===== src/rtl/mac_neuron_unit_if.sv =====
// Handshake bundle between the weight/activation sequencer (master) and the
// neuron MAC unit (slave). Result side feeds the layer output buffer.
interface mac_neuron_unit_if #(
  parameter int DATA_W = 8,
  parameter int ACC_W  = 24
);
  // control
  logic                     start;
  logic signed [ACC_W-1:0]  bias;
  logic                     forget;
  // operand stream
  logic                     in_valid;
  logic                     in_ready;
  logic signed [DATA_W-1:0] weight;
  logic signed [DATA_W-1:0] in;
  // result
  logic                     out_valid;
  logic                     out_ready;
  logic signed [DATA_W-1:0] out;
  // status
  logic                     busy;
  logic                     overflow;

  modport master (
    output start, bias, forget, in_valid, weight, in, out_ready,
    input  in_ready, out_valid, out, busy, overflow
  );

  modport slave (
    input  start, bias, forget, in_valid, weight, in, out_ready,
    output in_ready, out_valid, out, busy, overflow
  );
endinterface


===== src/rtl/mac_neuron_unit.sv =====
// Single-neuron MAC: out = sat((bias + sum w_i*x_i) >>> FRAC_SHIFT), optional
// ReLU, over N_INPUTS streamed pairs. Operands are registered before the
// multiply, so the accumulator trails the last accept by one edge (DRAIN).
module mac_neuron_unit #(
  parameter int DATA_W     = 8,
  parameter int ACC_W      = 24,
  parameter int N_INPUTS   = 4,
  parameter int FRAC_SHIFT = 2,
  parameter bit RELU_EN    = 1'b1
) (
  input  logic            clk,
  input  logic            reset,
  mac_neuron_unit_if.slave io
);

  localparam int PROD_W = 2 * DATA_W;
  localparam int CNT_W  = $clog2(N_INPUTS + 1);

  localparam logic signed [ACC_W-1:0] ACC_MAX = {1'b0, {(ACC_W-1){1'b1}}};
  localparam logic signed [ACC_W-1:0] ACC_MIN = {1'b1, {(ACC_W-1){1'b0}}};
  localparam logic signed [ACC_W-1:0] OUT_MAX =
    {{(ACC_W-DATA_W+1){1'b0}}, {(DATA_W-1){1'b1}}};
  localparam logic signed [ACC_W-1:0] OUT_MIN =
    {{(ACC_W-DATA_W+1){1'b1}}, {(DATA_W-1){1'b0}}};

  typedef enum logic [2:0] {IDLE, ACCUM, DRAIN, FINISH, OUT} state_t;

  state_t                   state_q, state_d;
  logic signed [ACC_W-1:0]  acc_q, acc_d;
  logic signed [DATA_W-1:0] w_q, w_d;
  logic signed [DATA_W-1:0] x_q, x_d;
  logic                     p_valid_q, p_valid_d;
  logic [CNT_W-1:0]         cnt_q, cnt_d;
  logic signed [DATA_W-1:0] out_q, out_d;
  logic                     out_valid_q, out_valid_d;
  logic                     ovf_q, ovf_d;

  // ---------------- datapath ----------------
  logic signed [PROD_W-1:0] prod;
  logic        [ACC_W:0]    sum_w;
  logic                     add_ovf;
  logic signed [ACC_W-1:0]  acc_add_sat;
  logic signed [ACC_W-1:0]  shr;
  logic signed [ACC_W-1:0]  relu_r;
  logic                     out_hi, out_lo;
  logic signed [DATA_W-1:0] out_sat;
  logic                     accept;

  // Full-width signed product of the registered operands.
  assign prod = w_q * x_q;

  // One guard bit: overflow shows as disagreement between the top two bits.
  assign sum_w = {acc_q[ACC_W-1], acc_q}
               + {{(ACC_W+1-PROD_W){prod[PROD_W-1]}}, prod};
  assign add_ovf     = sum_w[ACC_W] ^ sum_w[ACC_W-1];
  assign acc_add_sat = add_ovf ? (sum_w[ACC_W] ? ACC_MIN : ACC_MAX)
                               : sum_w[ACC_W-1:0];

  // Scale, optional ReLU (never flags overflow), then clamp to output range.
  assign shr     = acc_q >>> FRAC_SHIFT;
  assign relu_r  = (RELU_EN && (shr < 0)) ? '0 : shr;
  assign out_hi  = relu_r > OUT_MAX;
  assign out_lo  = relu_r < OUT_MIN;
  assign out_sat = out_hi ? OUT_MAX[DATA_W-1:0]
                 : out_lo ? OUT_MIN[DATA_W-1:0]
                 : relu_r[DATA_W-1:0];

  assign accept = io.in_valid && (state_q == ACCUM);

  // Next-state and datapath update; forget overrides everything at the end.
  always_comb begin
    state_d     = state_q;
    acc_d       = acc_q;
    w_d         = w_q;
    x_d         = x_q;
    p_valid_d   = 1'b0;
    cnt_d       = cnt_q;
    out_d       = out_q;
    out_valid_d = out_valid_q;
    ovf_d       = ovf_q;

    // A product latched on the previous edge is folded in on this one.
    if (p_valid_q) begin
      acc_d = acc_add_sat;
      if (add_ovf) ovf_d = 1'b1;
    end

    case (state_q)
      IDLE: begin
        if (io.start) begin
          acc_d   = io.bias;
          cnt_d   = '0;
          ovf_d   = 1'b0;
          state_d = ACCUM;
        end
      end
      ACCUM: begin
        if (accept) begin
          w_d       = io.weight;
          x_d       = io.in;
          p_valid_d = 1'b1;
          cnt_d     = cnt_q + 1'b1;
          if (cnt_q == CNT_W'(N_INPUTS - 1)) state_d = DRAIN;
        end
      end
      DRAIN: begin
        state_d = FINISH;
      end
      FINISH: begin
        out_d       = out_sat;
        out_valid_d = 1'b1;
        if (out_hi || out_lo) ovf_d = 1'b1;
        state_d     = OUT;
      end
      OUT: begin
        if (io.out_ready) begin
          out_valid_d = 1'b0;
          state_d     = IDLE;
        end
      end
      default: state_d = IDLE;
    endcase

    // Abort: drop the evaluation but keep the last result and sticky flag.
    if (io.forget) begin
      state_d     = IDLE;
      acc_d       = '0;
      cnt_d       = '0;
      p_valid_d   = 1'b0;
      out_valid_d = 1'b0;
      ovf_d       = ovf_q;
    end
  end

  // State and datapath registers, async active-high clear.
  always_ff @(posedge clk or posedge reset) begin
    if (reset) begin
      state_q     <= IDLE;
      acc_q       <= '0;
      w_q         <= '0;
      x_q         <= '0;
      p_valid_q   <= 1'b0;
      cnt_q       <= '0;
      out_q       <= '0;
      out_valid_q <= 1'b0;
      ovf_q       <= 1'b0;
    end else begin
      state_q     <= state_d;
      acc_q       <= acc_d;
      w_q         <= w_d;
      x_q         <= x_d;
      p_valid_q   <= p_valid_d;
      cnt_q       <= cnt_d;
      out_q       <= out_d;
      out_valid_q <= out_valid_d;
      ovf_q       <= ovf_d;
    end
  end

  // Status decoded from state so reset clears them without waiting an edge.
  assign io.in_ready  = (state_q == ACCUM);
  assign io.busy      = (state_q != IDLE);
  assign io.out       = out_q;
  assign io.out_valid = out_valid_q;
  assign io.overflow  = ovf_q;

endmodule


===== src/flat_wrapper.sv =====
// flat-port wrapper written by rule: the top's interface ports become plain ports
module mac_neuron_unit_flat 
#(
  parameter int DATA_W     = 8,
  parameter int ACC_W      = 24,
  parameter int N_INPUTS   = 4,
  parameter int FRAC_SHIFT = 2,
  parameter bit RELU_EN    = 1'b1
)
  (clk, reset, io_start, io_bias, io_forget, io_in_valid, io_weight, io_in, io_out_ready, io_in_ready, io_out_valid, io_out, io_busy, io_overflow);
  mac_neuron_unit_if #(.DATA_W(DATA_W), .ACC_W(ACC_W)) io_i ();
  input  logic clk;
  input  logic reset;
  input wire logic [$bits(io_i.start)-1:0] io_start;
  input wire logic [$bits(io_i.bias)-1:0] io_bias;
  input wire logic [$bits(io_i.forget)-1:0] io_forget;
  input wire logic [$bits(io_i.in_valid)-1:0] io_in_valid;
  input wire logic [$bits(io_i.weight)-1:0] io_weight;
  input wire logic [$bits(io_i.in)-1:0] io_in;
  input wire logic [$bits(io_i.out_ready)-1:0] io_out_ready;
  output wire logic [$bits(io_i.in_ready)-1:0] io_in_ready;
  output wire logic [$bits(io_i.out_valid)-1:0] io_out_valid;
  output wire logic [$bits(io_i.out)-1:0] io_out;
  output wire logic [$bits(io_i.busy)-1:0] io_busy;
  output wire logic [$bits(io_i.overflow)-1:0] io_overflow;
  assign io_i.start = io_start;
  assign io_i.bias = io_bias;
  assign io_i.forget = io_forget;
  assign io_i.in_valid = io_in_valid;
  assign io_i.weight = io_weight;
  assign io_i.in = io_in;
  assign io_i.out_ready = io_out_ready;
  assign io_in_ready = io_i.in_ready;
  assign io_out_valid = io_i.out_valid;
  assign io_out = io_i.out;
  assign io_busy = io_i.busy;
  assign io_overflow = io_i.overflow;
  mac_neuron_unit #(.DATA_W(DATA_W), .ACC_W(ACC_W), .N_INPUTS(N_INPUTS), .FRAC_SHIFT(FRAC_SHIFT), .RELU_EN(RELU_EN)) u_core (.clk(clk), .reset(reset), .io(io_i));
endmodule

===== config.mk =====
export PLATFORM = sky130hd
export DESIGN_NAME = mac_neuron_unit_flat
export DESIGN_NICKNAME = d
export VERILOG_FILES = /design/src/rtl/mac_neuron_unit_if.sv /design/src/rtl/mac_neuron_unit.sv /design/src/flat_wrapper.sv
export SDC_FILE = /design/constraint.sdc
export NUM_CORES = 1
export LEC_CHECK = 0
export ABC_AREA = 0
export BUFFER_PORTS_ARGS = -buffer_cell sky130_fd_sc_hd__buf_2
export CORE_UTILIZATION = 50
export DETAILED_ROUTE_END_ITERATION = 8
export HOLD_SLACK_MARGIN = 0.02
export PLACE_DENSITY_LB_ADDON = 0.25
export SLEW_MARGIN = 20
export SYNTH_ARGS = -nofsm -noshare
export SYNTH_HDL_FRONTEND = slang
export SYNTH_SLANG_ARGS = --single-unit
export TNS_END_PERCENT = 50

===== constraint.sdc =====
create_clock -name clk -period 7.88 [get_ports clk]
set_clock_uncertainty 0.15 [all_clocks]
set_input_delay 0.394 -clock clk [delete_from_list [all_inputs] [get_ports clk]]
set_output_delay 0.394 -clock clk [all_outputs]
set_load 0.05 [all_outputs]

==> results of run 1 <==
## final cells by class
cell class	instances	area (um2)	area share, %
multi-input combinational	510	5070	64.4
sequential	57	1430	18.1
clock buffer	11	253	3.21
clock inverter	5	62.6	0.795
tap	180	225	2.86
inverter	132	495	6.30
timing repair buffer	64	338	4.29
## how the worst min path moves through the flow
stage                          from                to  cells after the start  slack [ns]
finish                  io_bias[16]  u_core.acc_q[16]                      2        0.11
detailed placement  u_core.cnt_q[2]   u_core.cnt_q[2]                      2        0.33
floorplan           u_core.cnt_q[2]   u_core.cnt_q[2]                      2        0.30
CTS                     io_bias[16]  u_core.acc_q[16]                      2        0.10
global route             io_bias[3]   u_core.acc_q[3]                      2        0.11
global placement    u_core.cnt_q[2]   u_core.cnt_q[2]                      2        0.32
## metrics by stage
| stage | setup WS (ns) | utilization [%] |
|---|---|---|
| final | 0.749 | 56.7 |
| after global placement | 0.836 | 54.4 |
| after floorplan | 1.21 | - |
| after global routing | 0.372 | 56.7 |
| after detailed placement | 0.748 | 54.4 |
| after CTS | 0.699 | 56.7 |
## kinds of logic after synthesis
logic type                 after synthesis
adders and majority gates              166
AOI/OAI and AO/OA                      122
muxes                                   16
xor gates and xnor gates                20
buffers and inverters                  154
DFF                                     57
and+or+nand+nor                        186
## flip-flops by register name, indices dropped and copies added (netlist names)
| register | cells |
|---|---|
| u_core.io.out_valid | 1 |
| u_core.io.out | 8 |
| u_core.p_valid_q | 1 |
| u_core.x_q | 8 |
| u_core.w_q | 8 |
| u_core.state_q | 3 |
| u_core.cnt_q | 3 |
| u_core.io.overflow | 1 |
| u_core.acc_q | 24 |
## cells in the final DEF, fill, tap and decap left out, types with 12 or more instances in the layout
cell,instances
a21oi_1,24
nor3_1,14
nor2_1,53
a21o_1,24
and2_1,35
dfrtp_1,57
ha_1,58
buf_2,57
nand2_1,48
fa_1,108
inv_1,130
o21ai_0,12
a311oi_1,19
mux2_2,15
## layer usage
layer | track usage [%] | wire (um)
met5 | 0 | 0
met4 | 6.33 | 287
met3 | 3.62 | 773
met2 | 39.4 | 7790
met1 | 35.4 | 7610
==> results by group, run 1 <==
Route
  – Routed vias: 5275
  – Antenna Nets Post-Route: 0
  – DRT iter0 DRCs: 347
  – WL final: 16.5 mm
  – DRC errors left: 0
  – First drt pass iteration count: 5
  – Mean routed wirelength per cell: 17.2 um
  – Via density: 5.50

Setup path
  – Critical path launch point: u_core.x_q[2]
  – Stages on the worst setup path: 21
  – CP Capture Type: flip-flop
  – Data required time of the worst path: 7.95 ns
  – Worst path buffer plus inverter count: 6
  – Slowest-stage cell, CP: fa_1
  – Crit Path Class: flip-flop to flip-flop
  – CP peak stage delay: 0.69 ns
  – Critical path cell sequence: nand2_1 > inv_1 > fa_1 > inv_1 > fa_1 > inv_1 > fa_1 > inv_1 > fa_1 > inv_1 > ha_1 > ha_1 > a21oi_1 > a21boi_1 > or4_1 > or4_4 > and3_4 > o41ai_4 > buf_4 > nor2_1 > a22o_1
  – R2R setup slack: 0.75 ns
  – Type of origin of the critical path: flip-flop
  – Reg2Reg Capture Point: u_core.acc_q[20]
  – Crit path max-delay family: adder cells
  – Worst Path Max Fanout: 13
  – Setup crit end: u_core.acc_q[20]
  – CP arrival: 7.21 ns
  – Crit-path most repeated cell: inv_1
  – Worst R2R Path Depth: 21
  – Worst r2r src: u_core.x_q[2]

Clock tree
  – Clk_lat worst skew: 0.33 ns
  – CTS clk-pin slew, worst paths: 0.06 ns
  – # clock sinks: 57
  – H-tree Lvls: 3
  – CTS buffer count: 9
  – Clock Path Buffers: 2
  – Post-cts hold buffer count: 0
  – # resized after CTS: 0
  – Postcts setup bufs: 0
  – CTS tree: yes
  – CTS root buffer: clkbuf_16

Yosys
  – Synth Area in Compound Gates: 12.9%
  – Main synth FF type: dfrtp_1
  – Synth Area in XOR/XNOR: 2.47%
  – Post-Syn Area: 7100 um2
  – Sequential fraction of the synthesis area: 20.1%
  – Syn_area_per_cell: 9.84 um2
  – Yosys top cell by area: fa_1
  – Simple-gate share of the synthesized area: 12.8%
  – Synthesis Warnings: 0
  – Fraction of the mapped netlist area in adder cells: 40.7%
  – Syn Nets: 933
  – Top cells by count, synth: 131 x inv_1, 108 x fa_1, 58 x ha_1, 57 x dfrtp_1, 53 x nor2_1
  – Count of cell types in the netlist: 58
  – Dominant cell by count in the synthesized netlist: inv_1
  – Ys async rst share: 100%
  – Multiplexer share of the synthesized area: 2.52%
  – Post-synth top area share: 30.5%
  – Number of synthesized flops with an enable pin: 0
  – Cells after synthesis: 721
  – Combinational family with the most area after synthesis: adder cells
  – Largest cells by area after synthesis: fa_1 30%, dfrtp_1 20%, ha_1 10%
  – Yosys reg bits: 57

Timing
  – Setup-failing EPs final: 0
  – Final hold vios: 0
  – Crit path time final: 7.13 ns
  – FMAX: 140 MHz
  – Max Slew Vio Count: 0
  – Rel. slew slack: 36.2%
  – Total negative slack: 0 ns
  – Period utilisation layout: 90.5%
  – Hold slack: 0.106 ns
  – RSZ-0062 raised after global routing: no
  – Worst slew pin tran: 0.957 ns

Run status
  – Status: complete, no violations

Floorplan
  – Initial Utilization: 51.1%
  – I/O pin cnt: 58
  – Die width: 121 um
  – Row count: 43
  – Full die area: 14700 um2
  – Core Area: 13900 um2
  – Die H: 121 um

Global routing
  – Total grt overflow: 0
  – Initial antenna violation count: 0
  – First-pass GRT wire length: 27.8 mm
  – Largest net degree at the start of global routing: 58
  – Vias in the first global route: 5507
  – Gr usage total: 24.7%

Placement
  – DP Area: 7550 um2
  – DP HPWL: 13.4 mm
  – Gpl congestion: 0.918
  – Port Buffers: 57
  – Placed Cells incl. Taps: 943

Finish
  – N_diodes: 0
  – Share of cells above drive strength 1: 13.5%
  – Layout area overhead: 10.9%
  – Final layout net count: 986
  – Design area: 7870 um2
  – Fin cells: 959
  – Fillers: 1213

Flow run
  – Max-Cap Viols: 0

Min path
  – Worst Hold Class: primary input to flip-flop
Power of run 1 is left out: the tool's default activity adds up to more than one toggle a clock period on the data nets, which glitch-free logic cannot reach.
==> run 2: changes to the inputs <==
- CORE_UTILIZATION: 50 -> 30
- TNS_END_PERCENT: 50 -> 5
==> run 2 against run 1 <==
Wire length increased by 4.9%. Hold slack improved by 0.00055 ns. Highest routed layer unchanged. First-iteration DRC count decreased by 39%. Register-to-register slack about the same. Sequential cell count unchanged. Sequential share of layout area decreased by 0.38 points.
==> results by group, run 2 (synthesis results as in run 1) <==
Run status
  – Status: complete, no violations

Route
  – WL final: 17.3 mm
  – DRC errors left: 0
  – Via density: 4.66
  – DRT iter0 DRCs: 210
  – First drt pass iteration count: 4
  – Antenna Nets Post-Route: 0
  – Mean routed wirelength per cell: 15.8 um
  – Routed vias: 5102

Global routing
  – Gr usage total: 15.8%
  – Largest net degree at the start of global routing: 58
  – Vias in the first global route: 5369
  – First-pass GRT wire length: 29.6 mm
  – Initial antenna violation count: 0
  – Total grt overflow: 0

Timing
  – RSZ-0062 raised after global routing: no
  – Rel. slew slack: 33.3%
  – Final setup margin: 0.737 ns
  – Final hold vios: 0
  – Setup-failing EPs final: 0
  – FMAX: 140 MHz
  – Max Slew Vio Count: 0
  – Total negative slack: 0 ns
  – Crit path time final: 7.14 ns
  – Worst slew pin tran: 1.00 ns
  – Period utilisation layout: 90.6%

Finish
  – Share of cells above drive strength 1: 13.7%
  – Fillers: 2373
  – Layout area overhead: 13.2%
  – Final layout net count: 988
  – Most flop-heavy register: u_core.acc_q
  – N_diodes: 0
  – Most frequent cells in the layout: 130 x inv_1, 108 x fa_1, 58 x ha_1
  – Fin cells: 1094
  – Largest register FFs: 24
  – Most common cell after layout, fill and taps aside: inv_1

Placement
  – Placement Setup Slack: 0.736 ns
  – Gpl congestion: 0.843
  – DP HPWL: 14.2 mm
  – Port Buffers: 57
  – Placed Cells incl. Taps: 1078

Clock tree
  – CTS clk-pin slew, worst paths: 0.06 ns
  – # resized after CTS: 0
  – Post-cts hold buffer count: 0
  – CTS tree: yes
  – Postcts setup bufs: 0
  – Clock Path Buffers: 2
  – # clock sinks: 57
  – CTS buffer count: 9
  – CTS root buffer: clkbuf_16
  – Clk_lat worst skew: 0.34 ns
  – H-tree Lvls: 3

Setup path
  – Worst path buffer plus inverter count: 6
  – CP peak stage delay: 0.66 ns
  – Critical path cell sequence: nand2_1 > inv_1 > fa_1 > inv_1 > fa_1 > inv_1 > fa_1 > inv_1 > fa_1 > inv_1 > ha_1 > ha_1 > a21oi_1 > a21boi_1 > or4_1 > or4_4 > and3_4 > o41ai_4 > buf_4 > nor2_1 > a22o_1
  – CP Capture Type: flip-flop
  – Worst Path Max Fanout: 13
  – CP arrival: 7.21 ns
  – Data required time of the worst path: 7.95 ns
  – Slowest-stage cell, CP: fa_1
  – Type of origin of the critical path: flip-flop
  – Crit path max-delay family: adder cells
  – Crit Path Class: flip-flop to flip-flop
  – Crit-path most repeated cell: inv_1

Floorplan
  – Initial Utilization: 31.0%
  – Full die area: 24300 um2
  – Die H: 156 um
  – Row count: 55
  – Die width: 156 um
  – I/O pin cnt: 58
  – Core Area: 22900 um2

Flow run
  – Max-Cap Viols: 0

Min path
  – Worst Hold Class: primary input to flip-flop
[run 2: worst register-to-register path: cells and delay by family (launching register included)]
family / cells / cell delay (ns)
buf+inv: 6 / 0.90
fa+ha+maj: 6 / 3.00
simple gates: 5 / 1.48
compound gates: 4 / 1.01
flops: 1 / 0.48
[run 2: layout make-up]
cell class	count	area [um2]	share of cell area, %
clock buffers	9	225	2.80
multi-input cells	510	5070	63.0
clock inverters	7	77.6	0.965
flip-flops and latches	57	1430	17.8
repair buffers	66	353	4.39
well taps	313	392	4.87
inverters	132	495	6.17
[run 2: layer usage]
| metal | up-vias | track usage (%) | part of all wire, % |
|---|---|---|---|
| met1 | 2546 | 25.0 | 53 |
| met2 | 71 | 22.7 | 44 |
| met3 | 10 | 2.11 | 3.4 |
| met4 | 0 | 2.75 | 0.55 |
| met5 | - | 0 | 0 |
| li1 | 2475 | - | - |
[run 2: final timing paths]
kind                                  start               end  slack, ns  depth (start not counted)
hold / removal                  io_bias[17]  u_core.acc_q[17]       0.11                          2
setup / recovery              u_core.x_q[2]  u_core.acc_q[20]       0.74                         21
max in group asynchronous             reset     u_core.x_q[6]       6.94                          3
hold reg to reg            u_core.io.out[5]  u_core.io.out[5]       0.34                          2
setup reg to reg              u_core.x_q[2]  u_core.acc_q[20]       0.74                         21
min in group asynchronous             reset  u_core.io.out[4]       0.12                          3
[run 2: per-stage QoR]
| stage | hold slack, ns | instance area [um2] | util (%) |
|---|---|---|---|
| after floorplan | 0.300 | 7100 | - |
| after global routing | 0.111 | 8040 | 35.1 |
| final | 0.106 | 8040 | 35.1 |
| after global placement | 0.318 | 7730 | 33.7 |
| after detailed placement | 0.330 | 7730 | 33.7 |
| after CTS | 0.0962 | 8040 | 35.1 |
Power of run 2 is left out for the same reason.
==> run 3: changes to the inputs <==
- ABC_AREA: 0 -> 1
==> run 3 against run 2 <==
Via count up 20%. Cell count increased by 27%. Worst setup slack better by 0.62 ns. Register-to-register slack gained 0.62 ns. First-iteration DRC count up 84%. Critical path type unchanged. Critical endpoint is now u_core.acc_q[0].
==> results by group, run 3 <==
Run status
  – Status: complete, no violations

Global routing
  – Total grt overflow: 0
  – Gr usage total: 15.9%
  – First-pass GRT wire length: 33.2 mm
  – Vias in the first global route: 6296
  – Largest net degree at the start of global routing: 58
  – Initial antenna violation count: 0

Yosys
  – Post-synth top area share: 27.5%
  – Dominant cell by count in the synthesized netlist: nand2_1
  – Count of cell types in the netlist: 45
  – Top cells by count, synth: 318 x nand2_1, 231 x inv_1, 108 x fa_1, 58 x ha_1, 57 x dfrtp_1
  – Syn Nets: 1226
  – Yosys reg bits: 57
  – Main synth FF type: dfrtp_1
  – Cells after synthesis: 1014
  – Yosys top cell by area: fa_1
  – Number of synthesized flops with an enable pin: 0
  – Sequential fraction of the synthesis area: 18.1%
  – Post-Syn Area: 7870 um2
  – Ys async rst share: 100%
  – Largest cells by area after synthesis: fa_1 27%, dfrtp_1 18%, nand2_1 15%
  – Syn_area_per_cell: 7.76 um2
  – Synthesis Warnings: 0

Finish
  – Share of cells above drive strength 1: 12.3%
  – Layout Utilization: 34.2%
  – Multi-input logic area: 5380 um2
  – Most common cell after layout, fill and taps aside: nand2_1
  – Most flop-heavy register: u_core.acc_q
  – Largest register FFs: 24
  – Design area: 8700 um2
  – Fillers: 2723
  – Final layout net count: 1265
  – N_diodes: 0
  – Layout area overhead: 10.7%
  – Register area: 1430 um2
  – Most frequent cells in the layout: 318 x nand2_1, 229 x inv_1, 108 x fa_1

Clock tree
  – Post-cts hold buffer count: 0
  – Clk_lat worst skew: 0.34 ns
  – Postcts setup bufs: 0
  – # clock sinks: 57
  – CTS tree: yes
  – CTS clk-pin slew, worst paths: 0.06 ns
  – Clock Path Buffers: 2
  – CTS buffer count: 9
  – CTS root buffer: clkbuf_16
  – # resized after CTS: 0
  – H-tree Lvls: 3

Floorplan
  – Full die area: 26900 um2
  – Row count: 58
  – Die width: 164 um
  – I/O pin cnt: 58
  – Initial Utilization: 30.9%
  – Die H: 164 um
  – Core Area: 25500 um2

Route
  – First drt pass iteration count: 5
  – WL final: 19.6 mm
  – Via density: 4.43
  – Routed vias: 6147
  – DRT iter0 DRCs: 387
  – DRC errors left: 0
  – Antenna Nets Post-Route: 0
  – Mean routed wirelength per cell: 14.1 um

Timing
  – Final hold vios: 0
  – Crit path time final: 6.52 ns
  – Rel. slew slack: 30.2%
  – Total negative slack: 0 ns
  – RSZ-0062 raised after global routing: no
  – Worst slew pin tran: 1.05 ns
  – Setup-failing EPs final: 0
  – Max Slew Vio Count: 0
  – FMAX: 153 MHz
  – Period utilisation layout: 82.8%

Setup path
  – CP arrival: 6.60 ns
  – Data required time of the worst path: 7.96 ns
  – Type of origin of the critical path: flip-flop
  – CP Capture Type: flip-flop
  – Crit Path Class: flip-flop to flip-flop
  – Worst Path Max Fanout: 22

Placement
  – DP HPWL: 16.3 mm
  – Port Buffers: 57
  – Gpl congestion: 0.951
  – DP Area: 8420 um2

Flow run
  – Max-Cap Viols: 0

Min path
  – Worst Hold Class: primary input to flip-flop
run 3: cells by family (layout without fill, tap and decap cells):
logic type / count (synthesis) / after routing / synth area share (%)
buf+inv: 271 / 315 / 13.5
fa+ha+maj: 166 / 166 / 36.7
compound gates: 72 / 72 / 6.25
flops: 57 / 57 / 18.1
simple gates: 431 / 431 / 23.5
xor+xnor: 17 / 17 / 1.89
run 3: path summary, 6_finish.rpt:
| kind | startpoint | endpoint | slack [ns] | cells after the start |
|---|---|---|---|---|
| worst max-delay path | u_core.x_q[2] | u_core.acc_q[0] | 1.36 | 24 |
| worst min-delay path | io_bias[19] | u_core.acc_q[19] | 0.10 | 3 |
| worst max register to register | u_core.x_q[2] | u_core.acc_q[0] | 1.36 | 24 |
| worst min register to register | u_core.io.out[5] | u_core.io.out[5] | 0.34 | 2 |
| max in group asynchronous | reset | u_core.acc_q[11] | 6.93 | 3 |
| min in group asynchronous | reset | u_core.x_q[3] | 0.13 | 3 |
run 3: worst max-delay path: stages, from the launching register on:
cell	delay, ns
dfrtp_1	0.50
nand2_1	0.23
inv_1	0.08
fa_1	0.56
inv_1	0.16
fa_1	0.71
inv_1	0.32
fa_1	0.63
inv_1	0.06
fa_1	0.54
inv_1	0.04
ha_1	0.30
ha_1	0.39
nand2_1	0.16
inv_1	0.05
nand2_1	0.06
nand2_1	0.05
a21oi_2	0.18
nand3_2	0.11
nand2_1	0.11
nand2_4	0.07
a21oi_4	0.69
nand2_1	0.12
nand2_1	0.09
nand2_1	0.05
run 3: layer usage:
layer,global-route usage [%],vias to the layer above,share of wire (%)
met5,0,-,0
met3,2.40,10,3.7
met2,24.3,98,43
li1,-,3092,-
met1,24.2,2947,52
met4,1.73,0,0.53
run 3: cell type report:
class / count / area share (%)
clock buffers: 9 / 2.59
clock inverters: 7 / 0.632
inverters: 239 / 10.3
multi-input cells: 686 / 61.8
flip-flops and latches: 57 / 16.4
well taps: 330 / 4.74
repair buffers: 60 / 3.54
run 3: per-stage QoR:
step | hold WS [ns] | instances | setup slack [ns]
after detailed placement | 0.334 | 1372 | 1.31
after floorplan | 0.331 | 1014 | 2.35
final | 0.101 | 1388 | 1.36
after CTS | 0.0926 | 1388 | 1.27
after global routing | 0.0879 | 1388 | 0.832
after global placement | 0.333 | 1372 | 1.25
Power of run 3 is left out for the same reason.
